### src/rtl/blackjack_pkg.sv
// Shared deck constants, FSM state encoding and card record for the dealer.
package blackjack_pkg;

    localparam int unsigned DECK_SIZE      = 52;
    localparam int unsigned RANKS_PER_SUIT = 13;
    localparam int unsigned IDX_W          = 6;

    typedef enum logic [1:0] {
        IDLE  = 2'd0,
        PROBE = 2'd1,
        DEAL  = 2'd2
    } state_e;

    typedef struct packed {
        logic [3:0] rank;
        logic [1:0] suit;
        logic [3:0] points;
    } card_t;

    // Reduce a 6-bit random value into 0..51 with one conditional subtract.
    function automatic logic [IDX_W-1:0] fold(input logic [IDX_W-1:0] v);
        if (v >= IDX_W'(DECK_SIZE)) begin
            fold = v - IDX_W'(DECK_SIZE);
        end else begin
            fold = v;
        end
    endfunction

endpackage

### src/rtl/card_decode.sv
// Combinational card index (0..51) to rank/suit/points decoder.
module card_decode
    import blackjack_pkg::*;
#(
    parameter int unsigned ACE_HIGH = 1
) (
    input  logic [IDX_W-1:0] idx,
    output card_t            card
);

    logic [3:0] offset;

    // Suit by threshold compare against multiples of 13, rank from remainder.
    always_comb begin
        card = '0;
        if (idx < IDX_W'(RANKS_PER_SUIT)) begin
            card.suit = 2'd0;
            offset    = 4'(idx);
        end else if (idx < IDX_W'(2 * RANKS_PER_SUIT)) begin
            card.suit = 2'd1;
            offset    = 4'(idx - IDX_W'(RANKS_PER_SUIT));
        end else if (idx < IDX_W'(3 * RANKS_PER_SUIT)) begin
            card.suit = 2'd2;
            offset    = 4'(idx - IDX_W'(2 * RANKS_PER_SUIT));
        end else begin
            card.suit = 2'd3;
            offset    = 4'(idx - IDX_W'(3 * RANKS_PER_SUIT));
        end
        card.rank = offset + 4'd1;
        if (card.rank == 4'd1) begin
            card.points = (ACE_HIGH != 0) ? 4'd11 : 4'd1;
        end else if (card.rank > 4'd10) begin
            card.points = 4'd10;
        end else begin
            card.points = card.rank;
        end
    end

endmodule

### src/rtl/card_dealer.sv
// Deals random cards without replacement from a 52-card deck tracked by a used bitmap.
module card_dealer
    import blackjack_pkg::*;
#(
    parameter int unsigned ACE_HIGH = 1
) (
    input  logic       i_clk,
    input  logic       i_rst_n,
    input  logic [5:0] i_rand,
    input  logic       i_request,
    input  logic       i_shuffle,
    output logic       o_ready,
    output logic       o_valid,
    output logic [3:0] o_rank,
    output logic [1:0] o_suit,
    output logic [3:0] o_points,
    output logic [5:0] o_cards_left,
    output logic       o_empty
);

    state_e                 state_q, state_d;
    logic [IDX_W-1:0]       idx_q, idx_d;
    logic [DECK_SIZE-1:0]   used_q, used_d;
    card_t                  card_q, card_d;
    logic [5:0]             left_q, left_d;
    card_t                  dec_card;

    card_decode #(
        .ACE_HIGH (ACE_HIGH)
    ) u_card_decode (
        .idx  (idx_q),
        .card (dec_card)
    );

    // State and datapath registers; reset restores a full deck and blank card.
    always_ff @(posedge i_clk or negedge i_rst_n) begin
        if (!i_rst_n) begin
            state_q <= IDLE;
            idx_q   <= '0;
            used_q  <= '0;
            card_q  <= '0;
            left_q  <= 6'(DECK_SIZE);
        end else begin
            state_q <= state_d;
            idx_q   <= idx_d;
            used_q  <= used_d;
            card_q  <= card_d;
            left_q  <= left_d;
        end
    end

    // Next-state: accept in IDLE, linear probe for a free slot, one-cycle deal pulse.
    always_comb begin
        state_d = state_q;
        idx_d   = idx_q;
        used_d  = used_q;
        card_d  = card_q;
        left_d  = left_q;
        case (state_q)
            IDLE: begin
                if (i_shuffle) begin
                    used_d = '0;
                    left_d = 6'(DECK_SIZE);
                end else if (i_request && o_ready) begin
                    idx_d   = fold(i_rand);
                    state_d = PROBE;
                end
            end
            PROBE: begin
                if (used_q[idx_q]) begin
                    if (idx_q == IDX_W'(DECK_SIZE - 1)) begin
                        idx_d = '0;
                    end else begin
                        idx_d = idx_q + 6'd1;
                    end
                end else begin
                    used_d[idx_q] = 1'b1;
                    card_d        = dec_card;
                    left_d        = left_q - 6'd1;
                    state_d       = DEAL;
                end
            end
            DEAL: begin
                state_d = IDLE;
            end
            default: begin
                state_d = IDLE;
            end
        endcase
    end

    // Output decode from registered state.
    always_comb begin
        o_empty      = (left_q == 6'd0);
        o_ready      = (state_q == IDLE) && !o_empty && !i_shuffle;
        o_valid      = (state_q == DEAL);
        o_rank       = card_q.rank;
        o_suit       = card_q.suit;
        o_points     = card_q.points;
        o_cards_left = left_q;
    end

endmodule
### config.mk
export PLATFORM = sky130hd
export DESIGN_NAME = card_dealer
export DESIGN_NICKNAME = d
export VERILOG_FILES = /design/src/rtl/blackjack_pkg.sv /design/src/rtl/card_decode.sv /design/src/rtl/card_dealer.sv
export SDC_FILE = /design/constraint.sdc
export NUM_CORES = 1
export LEC_CHECK = 0
export CAP_MARGIN = 20
export CORE_MARGIN = 3
export CORE_UTILIZATION = 63
export DETAILED_ROUTE_END_ITERATION = 12
export GPL_TIMING_DRIVEN = 0
export HOLD_SLACK_MARGIN = 0.1
export PLACE_DENSITY = 0.87
export SLEW_MARGIN = 5
export SYNTH_ARGS = -nofsm -noshare
export SYNTH_HDL_FRONTEND = slang
export SYNTH_SLANG_ARGS = --single-unit
### constraint.sdc
create_clock -name i_clk -period 6.8 [get_ports i_clk]
set_input_delay 1.7 -clock i_clk [delete_from_list [all_inputs] [get_ports i_clk]]
set_output_delay 1.7 -clock i_clk [all_outputs]
set_load 0.01 [all_outputs]
After elaboration in Yosys (flattened, before gate mapping):

Index checks and enable logic that the tools add are counted.

* input bits: 10
* RAM bits: 0
* flip-flop bits (word level): 76
* logic and storage cells: 73
* latch bits: 0
* memories kept: 0
* output and inout bits: 19
* ROM bits: 0

* multiplexer cells: 28
* order comparisons: 7
* $add $sub $neg: 7
* shift operators: 0
* multipliers: 0
* equal/unequal tests: 9
* reduce and logical (&&, ||, !) cells: 13
* divide/modulo/power cells: 0
* bitwise logic cells: 2

Operators with widths (number)
* 52-bit 2-to-1 mux: 2
* 52-bit one-hot mux with 2 select lines: 1
* 52-bit bitwise OR: 1
* 6-bit 2-to-1 mux: 7
* 6-bit one-hot mux with 2 select lines: 2
* 4-bit 2-to-1 mux: 5
* 2-bit 2-to-1 mux: 5
* 2-bit != test (second input constant): 5
* 4-bit subtractor (second input constant): 2
* 6-bit by 7-bit less-than comparator with 1-bit output (second input constant): 1
* 6-bit by 1-bit adder with 6-bit output (second input constant): 1
* 1-bit binary-select mux with 6-bit select: 1
* 1-bit demux with 6-bit select: 1
* 6-bit equality test (second input constant): 1
* 6-bit by 1-bit >= comparator with 1-bit output (second input constant): 1
* 6-bit >= comparator (second input constant): 1
* 6-bit zero test: 1
* 6-bit by 4-bit less-than comparator with 1-bit output (second input constant): 1
* 6-bit by 5-bit less-than comparator with 1-bit output (second input constant): 1
* 6-bit less-than comparator (second input constant): 1
* 3-bit AND reduction: 2
* 6-bit by 1-bit subtractor with 6-bit output (second input constant): 1
* 6-bit subtractor (second input constant): 1
* 4-bit by 1-bit adder with 4-bit output (second input constant): 1
* 14 further kinds: 20

Depth between registers and ports, before layout:

Gate-level depths: netlist of the first run.

* word-level depth: 8
* mapped depth: 12
* gate-level depth less buffers: 10

Cells and area by module:

A second synthesis of the first run with hierarchy kept.

* cells, all modules: 394
* area, all modules: 4364.2 um2

Modules (own cells, without submodules)
* card_dealer: times used 1, area each 3836.2 um2, cells each 327, sequential area each 1905.6 um2
* card_decode: times used 1, area each 528.0 um2, cells each 67, sequential area each 0.0 um2

Least setup slack after synthesis of the first run:

Ideal clock, no wire load.

* path type: input -> output
* start point: input port i_shuffle
* end point: output port o_ready
* arrival: 2170 ps
* path slack: 2930 ps
* stages: 1
* data required time: 5100 ps
* buffers on the path: 0
* path through: nor4_1

* word-level cells in the longest chain between the ends: 2

Ends and longest elaborated chain
* start, declared: RTL line card_dealer.sv:11 `input logic i_shuffle,`
* 1-bit zero test: RTL line card_dealer.sv:95 `o_ready = (state_q == IDLE) && !o_empty && !i_shuffle;`
* 1-bit logical AND: RTL line card_dealer.sv:95
* end, declared: RTL line card_dealer.sv:12 `output logic o_ready,`

Every way passes these cells.

Worst setup path after layout of the first run:

Same ends and word-level chain as after synthesis.

==> results by group, run 1 <==
Power and ir drop
  • Clock share of power: 16.3%
  • Pwr Density: 453 mW/mm2
  • Switching power: 968 uW
  • Maximum vdd drop: 277 uV
  • Combinational cell fraction of total power: 55.2%
  • Static power due to leakage: 2.06 nW
  • Cell-internal power: 1.17 mW
  • Switching power share of the total: 45.2%
  • Sequential power share: 28.5%

Critical path
  • Worst path arrival time: 3.07 ns
  • Minimum setup slack among reg-to-reg paths: 3.33 ns
  • Required time reported for the critical path endpoint: 5.10 ns
  • Launching element type of the critical path: input pin
  • Critical path class: in -> out
  • Largest fanout of any net on the critical path: 3
  • Type of destination of the critical path: primary output

Final layout
  • Seq. cell area: 0.00191 mm2
  • Post-route non-filler standard cell count: 532
  • Number of filler instances in the final layout: 411
  • Area used by multi-input combinational logic: 0.00205 mm2
  • Number of nets in the final layout: 476
  • Layout overhead on the synthesized area: 14.3%
  • Antenna fix cells: 0
  • Share of cells above drive strength 1: 12.3%

Detailed routing
  • Routed length per instance: 19.4 um
  • Iter 0 DRT Violations: 382
  • Post-route DRC violation count: 0
  • Drt total wl: 10,300 um
  • Via-to-Cell Ratio: 6.58
  • Via total after detailed routing: 3,502
  • Antenna-violating nets left: 0
  • First-pass iteration count of the detailed router: 5

CTS
  • Clock tree root driver cell: clkbuf_8
  • Hold buffer count at CTS: 0
  • Maximum root-to-sink buffer count: 2
  • Number of buffers created by CTS: 9
  • Post-CTS setup repair buffer count: 0
  • Insertion delay to the later sink of the worst-skew pair: 0.36 ns
  • CTS sink cnt: 76
  • Clock-pin transition on the worst setup and hold timing paths: 0.07 ns
  • CTS tree: done
  • Total of cells resized after clock tree synthesis: 0
  • Max H-tree Level: 3

Timing
  • Unrepaired setup endpoints after global routing: false
  • Clock Skews: 0.00697 ns
  • Number of pins with negative max-slew slack in the final report: 0
  • Final TNS setup: 0 ns
  • Pin slew with the least headroom to its limit: 0.796 ns
  • Rel. slew slack: 46.4%
  • Fin. Hold Viols: 0
  • Maximum operating frequency: 0.210 GHz
  • Clock period minus final worst setup slack: 4.77 ns
  • Crit share post-route: 70.1%
  • Number of setup violations in the final report: 0

Floorplanning
  • Area of the die: 0.00757 mm2
  • Die Wd: 87.0 um
  • Height of the die: 87.0 um
  • Num rows: 28
  • Initial Util: 67.4%
  • Area of the core: 0.00613 mm2
  • I/O pin count: 29

Synth
  • Number of storage elements in the synthesis netlist: 76
  • Cell variety after synth: 60
  • Post-synth EDFFs: 0
  • Share of the synthesized area in compound gates (AO/OA/AOI/OAI): 18.3%
  • Avg Cell Area, Syn: 10.0 um2
  • Post-synthesis mux area share: 9.14%
  • Dominant combinational cell family by area after synthesis: compound AO/OA/AOI/OAI gates
  • Xor/xnor cell area share of the yosys netlist: 1.27%
  • Number of warnings issued by yosys: 0
  • Summed instance area of the synthesized netlist: 0.00413 mm2
  • Post-synth net total: 436
  • Synth Instances: 412
  • Proportion of register bits with asynchronous set or reset after synthesis: 100%
  • Main flop type after synthesis: dfrtp_1
  • Area fraction in and, or, nand and nor cells after synthesis: 16.6%
  • Adder-cell area share of the yosys netlist: 4.24%
  • Register area share after synthesis: 46.1%

Placed design
  • Number of input and output port buffers inserted: 28
  • Weighted congestion at the end of routability-driven global placement: 0.911
  • Placed Cells incl. Taps: 516
  • Hpwl dp: 7260 um

Global routing
  • Largest net degree at the start of global routing: 41
  • Total track usage: 29.8%
  • Number of antenna violations at the first check in global routing: 0
  • Sum of overflow across all layers after global routing: 0
  • Wire length of the first global-routing pass: 17,300 um
  • Number of global-route vias before repair: 3,423

Min path
  • Type of the worst min-delay path: reg -> reg

Run status
  • Run status: completed

Job
  • Max Cap Violations: 0
## logic make-up after synthesis
kind of cell,after synthesis
muxes,21
AOI/OAI and AO/OA,108
xor gates and xnor gates,6
DFF,76
and+or+nand+nor,146
adders and majority gates,14
buffers and inverters,41
## synth_stat cells (all sizes together), types with 4 or more instances
| cell | n | share of area [%] |
|---|---|---|
| nor2 | 62 | 5.6 |
| ha | 14 | 4.2 |
| nor4 | 4 | 0.91 |
| clkbuf | 14 | 1.3 |
| a22o | 4 | 0.85 |
| nor2b | 11 | 1.7 |
| nand3 | 6 | 0.73 |
| a21oi | 24 | 2.9 |
| dfrtp | 73 | 44 |
| nand2 | 34 | 3.1 |
| buf | 11 | 1.6 |
| mux4 | 13 | 7.1 |
| mux2 | 4 | 1.1 |
| o21ai | 9 | 1.1 |
| nand4 | 5 | 0.91 |
| a31oi | 14 | 2.5 |
| o21a | 25 | 4.5 |
| nor3 | 12 | 1.5 |
| mux2i | 4 | 0.97 |
| inv | 14 | 1.3 |
## power by group through the flow
stage	clock network, mW	logic [mW]	registers (mW)
2_1_floorplan	0	0.792	0.618
3_3_place_gp	0	1.11	0.610
3_5_place_dp	0	1.15	0.615
4_1_cts	0.352	1.16	0.608
5_1_grt	0.373	1.29	0.621
6_report	0.349	1.18	0.609
## cell usage in the layout, fill, tap and decap left out, types with 3 or more instances in the layout
cell and instances:
mux4_2 13, a211oi_1 3, a31oi_1 13, clkinv_2 3
nand4_1 4, ha_1 14, xnor2_1 3, o22ai_1 3
dfrtp_1 73, clkbuf_1 13, o31ai_1 3, o21ai_0 9
nor2_1 62, mux2_2 4, nor3_1 12, and2_1 3
mux2i_1 4, a22o_1 4, nand2_1 34, clkbuf_8 10
a41oi_1 3, inv_1 14, buf_4 3, nand3_1 6
buf_2 7, nor2b_1 11, o21a_1 25, xor2_1 3
a21oi_1 24, dfstp_2 3, clkdlybuf4s50_1 27
## state kept, by name (all words and copies together) (netlist names)
signal,count
state_q,2
idx_q,6
o_cards_left,6
o_rank,4
used_q,52
o_points,4
o_suit,2
## worst paths after layout
check | startpoint | end | depth (start not counted)
max | i_shuffle | o_ready | 3
min | used_q[10] | used_q[10] | 1
min in group asynchronous | i_rst_n | state_q[1] | 1
max in group asynchronous | i_rst_n | o_cards_left[4] | 2
min reg2reg | used_q[10] | used_q[10] | 1
max reg2reg | idx_q[1] | o_points[1] | 11
## worst max-delay path, cell delays in order
cell and delay [ns]:
clkdlybuf4s50_1 0.44, nor4_1 0.32, clkdlybuf4s50_1 0.60
## cell type report
type,count,area share [%]
Timing Repair Buffer,29,6.30
Clock inverter,6,1.32
Tap cell,75,1.99
Buffer,25,2.52
Multi-Input combinational cell,295,43.4
Inverter,16,1.27
Clock buffer,10,2.91
Sequential cell,76,40.3
## metrics by stage
step,util [%],power (mW),hold slack [ns],worst slack (ns),cell area [um2]
after floorplan,-,1.41,0.457,2.93,4130
after global placement,73.5,1.72,0.468,1.53,4510
after detailed placement,73.8,1.76,0.478,2.04,4530
after CTS,77.1,2.12,0.495,2.02,4730
after global routing,77.1,2.28,0.514,1.97,4730
final,77.1,2.14,0.492,2.03,4730
## routing by layer
layer	up-vias	global-route usage, %	routed length [um]
met5	-	0	0
met4	0	11.6	193
met3	24	5.39	787
met2	180	48.1	5110
met1	1731	40.2	4210
li1	1567	-	-
(Power assumes the default switching activity.)
==> run 2, diff against run 1 <==
CORE_UTILIZATION = 53   (was 63)
PLACE_DENSITY = 0.78   (was 0.87)
clock period = 4.18 ns   (was 6.8 ns; I/O delays follow)
==> run 2 against run 1 <==
Net effect: sequential cell count unchanged; first-iteration DRC count decreased by 27%; clock power increased by 42%; critical endpoint unchanged; largest cell class unchanged.
==> results by group, run 2 (synthesis results as in run 1) <==
Final layout
  • Share of cells above drive strength 1: 12.0%
  • Layout overhead on the synthesized area: 14.4%
  • Final instance area: 0.00473 mm2
  • Number of nets in the final layout: 476
  • Most used cells in the layout excluding fill and tap cells: 73 x dfrtp_1, 62 x nor2_1, 34 x nand2_1, 27 x clkdlybuf4s50_1, 25 x o21a_1
  • Commonest non-fill, non-tap cell in the layout: dfrtp_1
  • Flip-flop count of the largest register after layout: 52
  • Largest register by flop count: used_q
  • Antenna fix cells: 0

Critical path
  • Required time reported for the critical path endpoint: 3.13 ns
  • Worst path arrival time: 2.41 ns
  • Critical Path Source: i_shuffle
  • Launching element type of the critical path: input pin
  • R2R Path Start: idx_q[1]
  • Type of destination of the critical path: primary output
  • Critical path class: in -> out
  • Largest fanout of any net on the critical path: 3
  • Depth of the worst register-to-register path: 11

CTS
  • Hold buffer count at CTS: 0
  • Max H-tree Level: 3
  • Clock tree root driver cell: clkbuf_8
  • Number of buffers created by CTS: 9
  • Insertion delay to the later sink of the worst-skew pair: 0.36 ns
  • CTS sink cnt: 76
  • CTS tree: done
  • Total of cells resized after clock tree synthesis: 0
  • Post-CTS setup repair buffer count: 0
  • Clock-pin transition on the worst setup and hold timing paths: 0.08 ns
  • Maximum root-to-sink buffer count: 2

Power and ir drop
  • Maximum vdd drop: 281 uV
  • Static power due to leakage: 2.05 nW
  • Pwr Density: 715 mW/mm2

Global routing
  • Largest net degree at the start of global routing: 47
  • Met2 capacity usage during global routing: 39.4%
  • Fraction of met3 tracks used by global routing: 4.25%
  • Total track usage: 24.6%
  • Number of antenna violations at the first check in global routing: 0
  • Sum of overflow across all layers after global routing: 0
  • Number of global-route vias before repair: 3,314
  • Wire length of the first global-routing pass: 16,700 um
  • Most Crowded Layer GR: met2
  • Met1 track demand over resource: 33.5%

Detailed routing
  • Via-to-Cell Ratio: 6.04
  • Drt total wl: 10,100 um
  • Routed length per instance: 18.1 um
  • Iter 0 DRT Violations: 279
  • First-pass iteration count of the detailed router: 5
  • Post-route DRC violation count: 0
  • Antenna-violating nets left: 0
  • Via total after detailed routing: 3,359

Floorplanning
  • Num rows: 31
  • Die Wd: 94.3 um
  • Height of the die: 94.3 um
  • I/O pin count: 29
  • Area of the core: 0.00741 mm2
  • Initial Util: 55.8%
  • Area of the die: 0.00890 mm2

Min path
  • Worst Min Path Start: used_q[10]
  • Number of instances on the worst hold path: 1
  • Type of the worst min-delay path: reg -> reg

Timing
  • Rel. slew slack: 46.7%
  • Crit share post-route: 82.6%
  • Clock period minus final worst setup slack: 3.45 ns
  • Clock Skews: 0.0109 ns
  • Pin slew with the least headroom to its limit: 0.793 ns
  • Fin. Hold Viols: 0
  • Maximum operating frequency: 0.290 GHz
  • Minimum setup slack in the final design: 0.727 ns
  • Number of setup violations in the final report: 0
  • Unrepaired setup endpoints after global routing: false
  • Number of pins with negative max-slew slack in the final report: 0

Run status
  • Run status: completed

Placed design
  • Weighted congestion at the end of routability-driven global placement: 0.905
  • Number of input and output port buffers inserted: 28
  • Hpwl dp: 7230 um
  • Standard cell area after detailed placement: 0.00456 mm2
  • Post-placement worst setup slack: 0.736 ns

Job
  • Max Cap Violations: 0
run 2: changes by cell type in the layout (fill, tap and decap cells not counted), sizes merged:
cell	change
bufinv	-1
clkinvlp	+1
run 2: where the power goes:
group	total (mW)	leakage (nW)	switching (mW)	internal, mW
clock network	0.495	0.0864	0.280	0.215
logic	1.90	0.947	1.17	0.731
registers	0.987	1.01	0.101	0.886
run 2: worst max-delay path, cell delays in order:
cell	delay, ns
clkdlybuf4s50_1	0.45
nor4_1	0.31
clkdlybuf4s50_1	0.60
run 2: through the flow:
step | cells | hold slack [ns] | setup TNS, ns | utilization, % | total power [mW]
6_report | 556 | 0.493 | 0 | 63.9 | 3.38
5_1_grt | 556 | 0.514 | 0 | 63.9 | 3.62
4_1_cts | 556 | 0.496 | 0 | 63.9 | 3.38
3_5_place_dp | 540 | 0.478 | 0 | 61.6 | 2.88
3_3_place_gp | 539 | 0.468 | -37.05 | 61.3 | 2.83
2_1_floorplan | 412 | 0.457 | 0 | - | 2.29
run 2: per-layer routing:
metal | up-vias | share of wire, %
met5 | - | 0
met2 | 119 | 48
met3 | 18 | 5.9
met1 | 1660 | 44
li1 | 1562 | -
met4 | 0 | 1.7
run 2: cell type report:
| type | instances | area [um2] |
|---|---|---|
| timing repair buffer | 29 | 305 |
| multi-input combinational | 295 | 2050 |
| tap | 99 | 124 |
| clock inverter | 6 | 40.0 |
| buffer | 25 | 119 |
| fill | 592 | 2680 |
| sequential | 76 | 1910 |
| inverter | 16 | 60.1 |
| clock buffer | 10 | 128 |
run 2: final timing paths:
path                                   end  slack [ns]
setup / recovery                   o_ready        0.73
hold / removal                  used_q[10]        0.49
setup reg to reg               o_points[1]        0.75
hold reg to reg                 used_q[10]        0.49
max in group asynchronous       used_q[35]        3.00
min in group asynchronous  o_cards_left[0]        0.62
==> variant 1: new RTL, config.mk and constraints of run 2 <==
Set the package constant `DECK_SIZE` to 78 (it was 52).
--- a/src/rtl/blackjack_pkg.sv
+++ b/src/rtl/blackjack_pkg.sv
@@ -3,3 +3,3 @@
 
-    localparam int unsigned DECK_SIZE      = 52;
+    localparam int unsigned DECK_SIZE      = 78;
     localparam int unsigned RANKS_PER_SUIT = 13;
Behaviour: not the same (a bounded check fails within 4 cycles, from zero or initial values and one cycle with i_rst_n low).
==> variant 1 against run 2 <==
  * Wire length up 33%
  * Die area is 21% higher
  * Setup slack got worse by 0.091 ns
  * Non-clock buffer count grew 13
  * Utilization decreased by 0.13 points
  * Final cell count rose by 22%
  * Count of clock-buffer cells in the layout is 1 lower
  * Final area increased by 21%
  * Via count up 28%
  * Sequential cell count up 12
  * Synthesized area increased by 22%
  * Power down 8.4%
  * Largest power group unchanged
==> variant 1: results (changes against run 2) <==
stage,metric,value,unit,change
critical_path,"Largest stage delay, worst path",0.58,ns,-0.02 ns
layout,fraction of area in multi-input gates,0.4538,,+0.02063
sta,Final period util,0.8477,,+0.02167
drt,first-pass detailed-route iteration total,6,,+1
logic_synthesis,Mean Syn Cell Area,9.936,sq um,-0.98%
power_and_ir_drop,Leakage,2.537,nW,+24%
power_and_ir_drop,Clk. pwr,0.652,mW,+32%
run_status,status,completed,,
global_routing,pin count of the biggest net entering global routing,62,,+32%
sta,WHS,0.4857,ns,-0.007354 ns
power_and_ir_drop,Max IR drop VDD,0.2149,mV,-23%
logic_synthesis,XOR/XNOR share of the synthesized area,0.008428,,-0.004284
placement,dpl ws,0.6593,ns,-0.07713 ns
logic_synthesis,Post-Syn Area,0.005047,sq mm,+22%
layout,final cell count without fillers,679,,+22%
placement,routability cong.,0.9304,,+2.8%
global_routing,first-pass GRT wire length,21870,um,+31%
layout,FFs & Latches,88,,+16%
drt,met2 wire length,6115,um,+26%
layout,sequential cell area share,0.3856,,-0.01720
drt,metal3 WL,1189,um,+99%
drt,Avg Vias per Cell,6.343,,+5.0%
critical_path,R2R Setup Slk,0.64,ns,-0.11 ns
sta,Setup Skew,0.01478,ns,+0.003876 ns
critical_path,Worst EP arrival,3.80,ns,+1.39 ns
critical_path,CP Max Fanout,10,,+7
layout,Non-clk bufs,67,,+24%
layout,share of cells above drive strength 1,0.09946,,-0.02089
variant 1: worst paths after layout:
check / startpoint / endpoint / cells after the start
max: idx_q[1]$_DFFE_PN0P_ / o_points[0]$_DFFE_PN0P_ / 10
min: o_suit[1]$_DFFE_PN0P_ / o_suit[1]$_DFFE_PN0P_ / 2
max reg2reg: idx_q[1]$_DFFE_PN0P_ / o_points[0]$_DFFE_PN0P_ / 10
min reg2reg: o_suit[1]$_DFFE_PN0P_ / o_suit[1]$_DFFE_PN0P_ / 2
max in group asynchronous: i_rst_n / o_cards_left[3]$_DFFE_PN1P_ / 2
min in group asynchronous: i_rst_n / used_q[27]$_DFFE_PN0P_ / 1
variant 1: layer usage:
layer  vias to the layer above  global-route usage
li1                       1938                   -
met1                      2090              0.3658
met2                       231              0.3883
met5                         -                   0
met3                        48             0.04104
met4                         0             0.09972
variant 1: cell families after synthesis:
group | Yosys count
simple gates | 185
xor+xnor | 4
buf+inv | 54
flops | 88
compound gates | 142
fa+ha+maj | 14
mux | 21
==> variant 2: new RTL, flow settings as in run 2 <==
Made on the original files. Encoding of `state_e`: now one-hot (3 bits for 3 states).
--- a/src/rtl/blackjack_pkg.sv
+++ b/src/rtl/blackjack_pkg.sv
@@ -7,6 +7,6 @@
 
-    typedef enum logic [1:0] {
-        IDLE  = 2'd0,
-        PROBE = 2'd1,
-        DEAL  = 2'd2
+    typedef enum logic [2:0] {
+        IDLE  = 3'b001,
+        PROBE = 3'b010,
+        DEAL  = 3'b100
     } state_e;
Behaviour: no difference found for any inputs over 4 cycles, from zero or initial values and one cycle with i_rst_n low; so few cycles prove little.
==> variant 2 against run 2 <==
  * Power down 24%
  * Synthesized area rose by 2.9%
  * Critical endpoint is now o_points[1]$_DFFE_PN0P_
  * Non-clock buffer count increased by 1
  * Final area increased by 3.9%
  * Wire length increased by 6.0%
  * Fmax down 11%
  * Combinational power shrank 43%
  * Via count up 5.1%
  * Setup slack worse by 0.43 ns
  * Utilization decreased by 0.58 points
  * Clock skew shrank 0.00085 ns
  * Sequential cell count increased by 1
==> variant 2: results (changes against run 2) <==
stage,metric,value,unit,change
sta,Setup Skew,0.01005,ns,-0.0008533 ns
logic_synthesis,Mean Syn Cell Area,9.715,sq um,-3.2%
layout,nets@finish,502,,+5.5%
layout,diode count,0,,unchanged
placement,post-placement cell area,0.004688,sq mm,+2.7%
critical_path,Worst EP arrival,4.15,ns,+1.74 ns
placement,DPL Wire Length,7477,um,+3.4%
drt,final WL,10690,um,+6.0%
placement,placed insts,569,,+5.4%
placement,port bufs,28,,unchanged
clocking,root buffer selected by CTS,clkbuf_8,,
logic_synthesis,Async SR Flop Fraction,1.000,,unchanged
layout,share of cells above drive strength 1,0.1242,,+0.003873
critical_path,CP Max Fanout,10,,+7
clocking,clk_lat worst skew,0.36,ns,about the same
power_and_ir_drop,Max IR drop VDD,0.2350,mV,-16%
placement,routability cong.,0.9266,,+2.4%
power_and_ir_drop,Leakage,2.126,nW,+3.9%
hold_path,HP Class,reg -> reg,,
global_routing,first-pass GRT wire length,18040,um,+7.7%
sta,Rel. slew slack,0.6160,,+0.1494
clocking,CTS buffer count,9,,unchanged
global_routing,Total Routing Usage GR,0.2607,,+0.01512
global_routing,initial antenna violation count,0,,unchanged
drt,Avg Vias per Cell,6.034,,-0.12%
logic_synthesis,synth top area cells,"dfrtp_1 (43%), nand2_1 (7.4%), mux4_2 (5.3%)",,
run_status,status,completed,,
placement,dpl ws,0.1346,ns,-0.6018 ns
logic_synthesis,yosys warns,0,,unchanged
global_routing,vias in the first global route,3538,,+6.8%
logic_synthesis,Synth Flop Type,dfrtp_1,,
clocking,"Setup Fix Bufs, Post-CTS",0,,unchanged
clocking,Clock Path Buffers,2,,unchanged
layout,Largest Register,used_q,,
logic_synthesis,unique cell type count in the Yosys netlist,65,,+8.3%
drt,first-pass detailed-route iteration total,5,,unchanged
logic_synthesis,syn nets,462,,+6.0%
layout,final cell count without fillers,585,,+5.2%
clocking,CTS resizes,0,,unchanged
logic_synthesis,most instantiated cells after synthesis,"nand2_1 (84), dfrtp_1 (73), o21ai_0 (45)",,
drt,Initial DRC Count,286,,+2.5%
clocking,CTS H-tree lvls,3,,unchanged
power_and_ir_drop,switching component of the power,1.032,mW,-33%
layout,flip-flop count of the largest register after layout,52,,unchanged
logic_synthesis,post-synthesis sequential area ratio,0.4540,,-0.006972
clocking,clk slew on worst S/H paths,0.08,ns,about the same
global_routing,pin count of the biggest net entering global routing,63,,+34%
variant 2: metal layers:
layer	vias up	share of wire	routed length (um)	track usage
met2	135	0.46	4889	0.4001
met5	-	0	0	0
li1	1652	-	-	-
met4	0	0.033	357	0.1291
met3	34	0.064	685	0.03946
met1	1709	0.44	4753	0.3606
variant 2: path summary, 6_finish.rpt:
path / from / to / slack (ns) / cells after the start
min: o_rank[2]$_DFFE_PN0P_ / o_rank[2]$_DFFE_PN0P_ / 0.48 / 2
max: idx_q[0]$_DFFE_PN0P_ / o_points[1]$_DFFE_PN0P_ / 0.29 / 13
max reg2reg: idx_q[0]$_DFFE_PN0P_ / o_points[1]$_DFFE_PN0P_ / 0.29 / 13
max in group asynchronous: i_rst_n / state_q[0]$_DFFE_PN1P_ / 3.05 / 2
min in group asynchronous: i_rst_n / o_cards_left[0]$_DFFE_PN0P_ / 0.53 / 1
min reg2reg: o_rank[2]$_DFFE_PN0P_ / o_rank[2]$_DFFE_PN0P_ / 0.48 / 2
variant 2: final cells by class:
type / instances / area, sq um
fillers: 643 / 2853
multi-input cells: 316 / 2128
flip-flops and latches: 77 / 1932
repair buffers: 29 / 305.3
clock buffers: 10 / 137.6
plain buffers: 26 / 133.9
well taps: 102 / 127.6
clock inverters: 6 / 75.07
inverters: 19 / 75.07
variant 2: critical path, stage by stage (launching register included):
cell and delay (ns):
dfrtp_1 0.43, clkbuf_4 0.26, buf_2 0.25, clkinvlp_4 0.24, ha_1 0.33, nand3b_1 0.28, and3_1 0.25, o32ai_2 0.39
inv_1 0.09, ha_1 0.24, nand3b_1 0.10, o2111ai_1 0.27, or3_1 0.43, a41oi_1 0.24
variant 2: power groups by stage:
| stage | Combinational (mW) | Clock, mW | Sequential, mW |
|---|---|---|---|
| final | 1.08 | 0.609 | 0.893 |
| after global routing | 1.20 | 0.659 | 0.902 |
| after CTS | 1.06 | 0.622 | 0.892 |
| after detailed placement | 1.04 | 0 | 0.905 |
| after global placement | 1.03 | 0 | 0.904 |
| after floorplan | 0.693 | 0 | 0.908 |
variant 2: cells by family (layout without fill, tap and decap cells):
kind of cell / after synthesis / in the layout / share of synthesized area
buf+inv: 45 / 90 / 0.04763
xor+xnor: 3 / 3 / 0.006176
flops: 77 / 77 / 0.4540
fa+ha+maj: 14 / 14 / 0.04116
compound gates: 119 / 119 / 0.1791
mux: 19 / 19 / 0.08703
simple gates: 161 / 161 / 0.1849
variant 2: stage by stage:
step	util	setup TNS, ns
CTS	0.6310	0
finish	0.6327	0
global route	0.6327	0
global placement	0.6004	-37.94
floorplan	-	0
detailed placement	0.6036	0
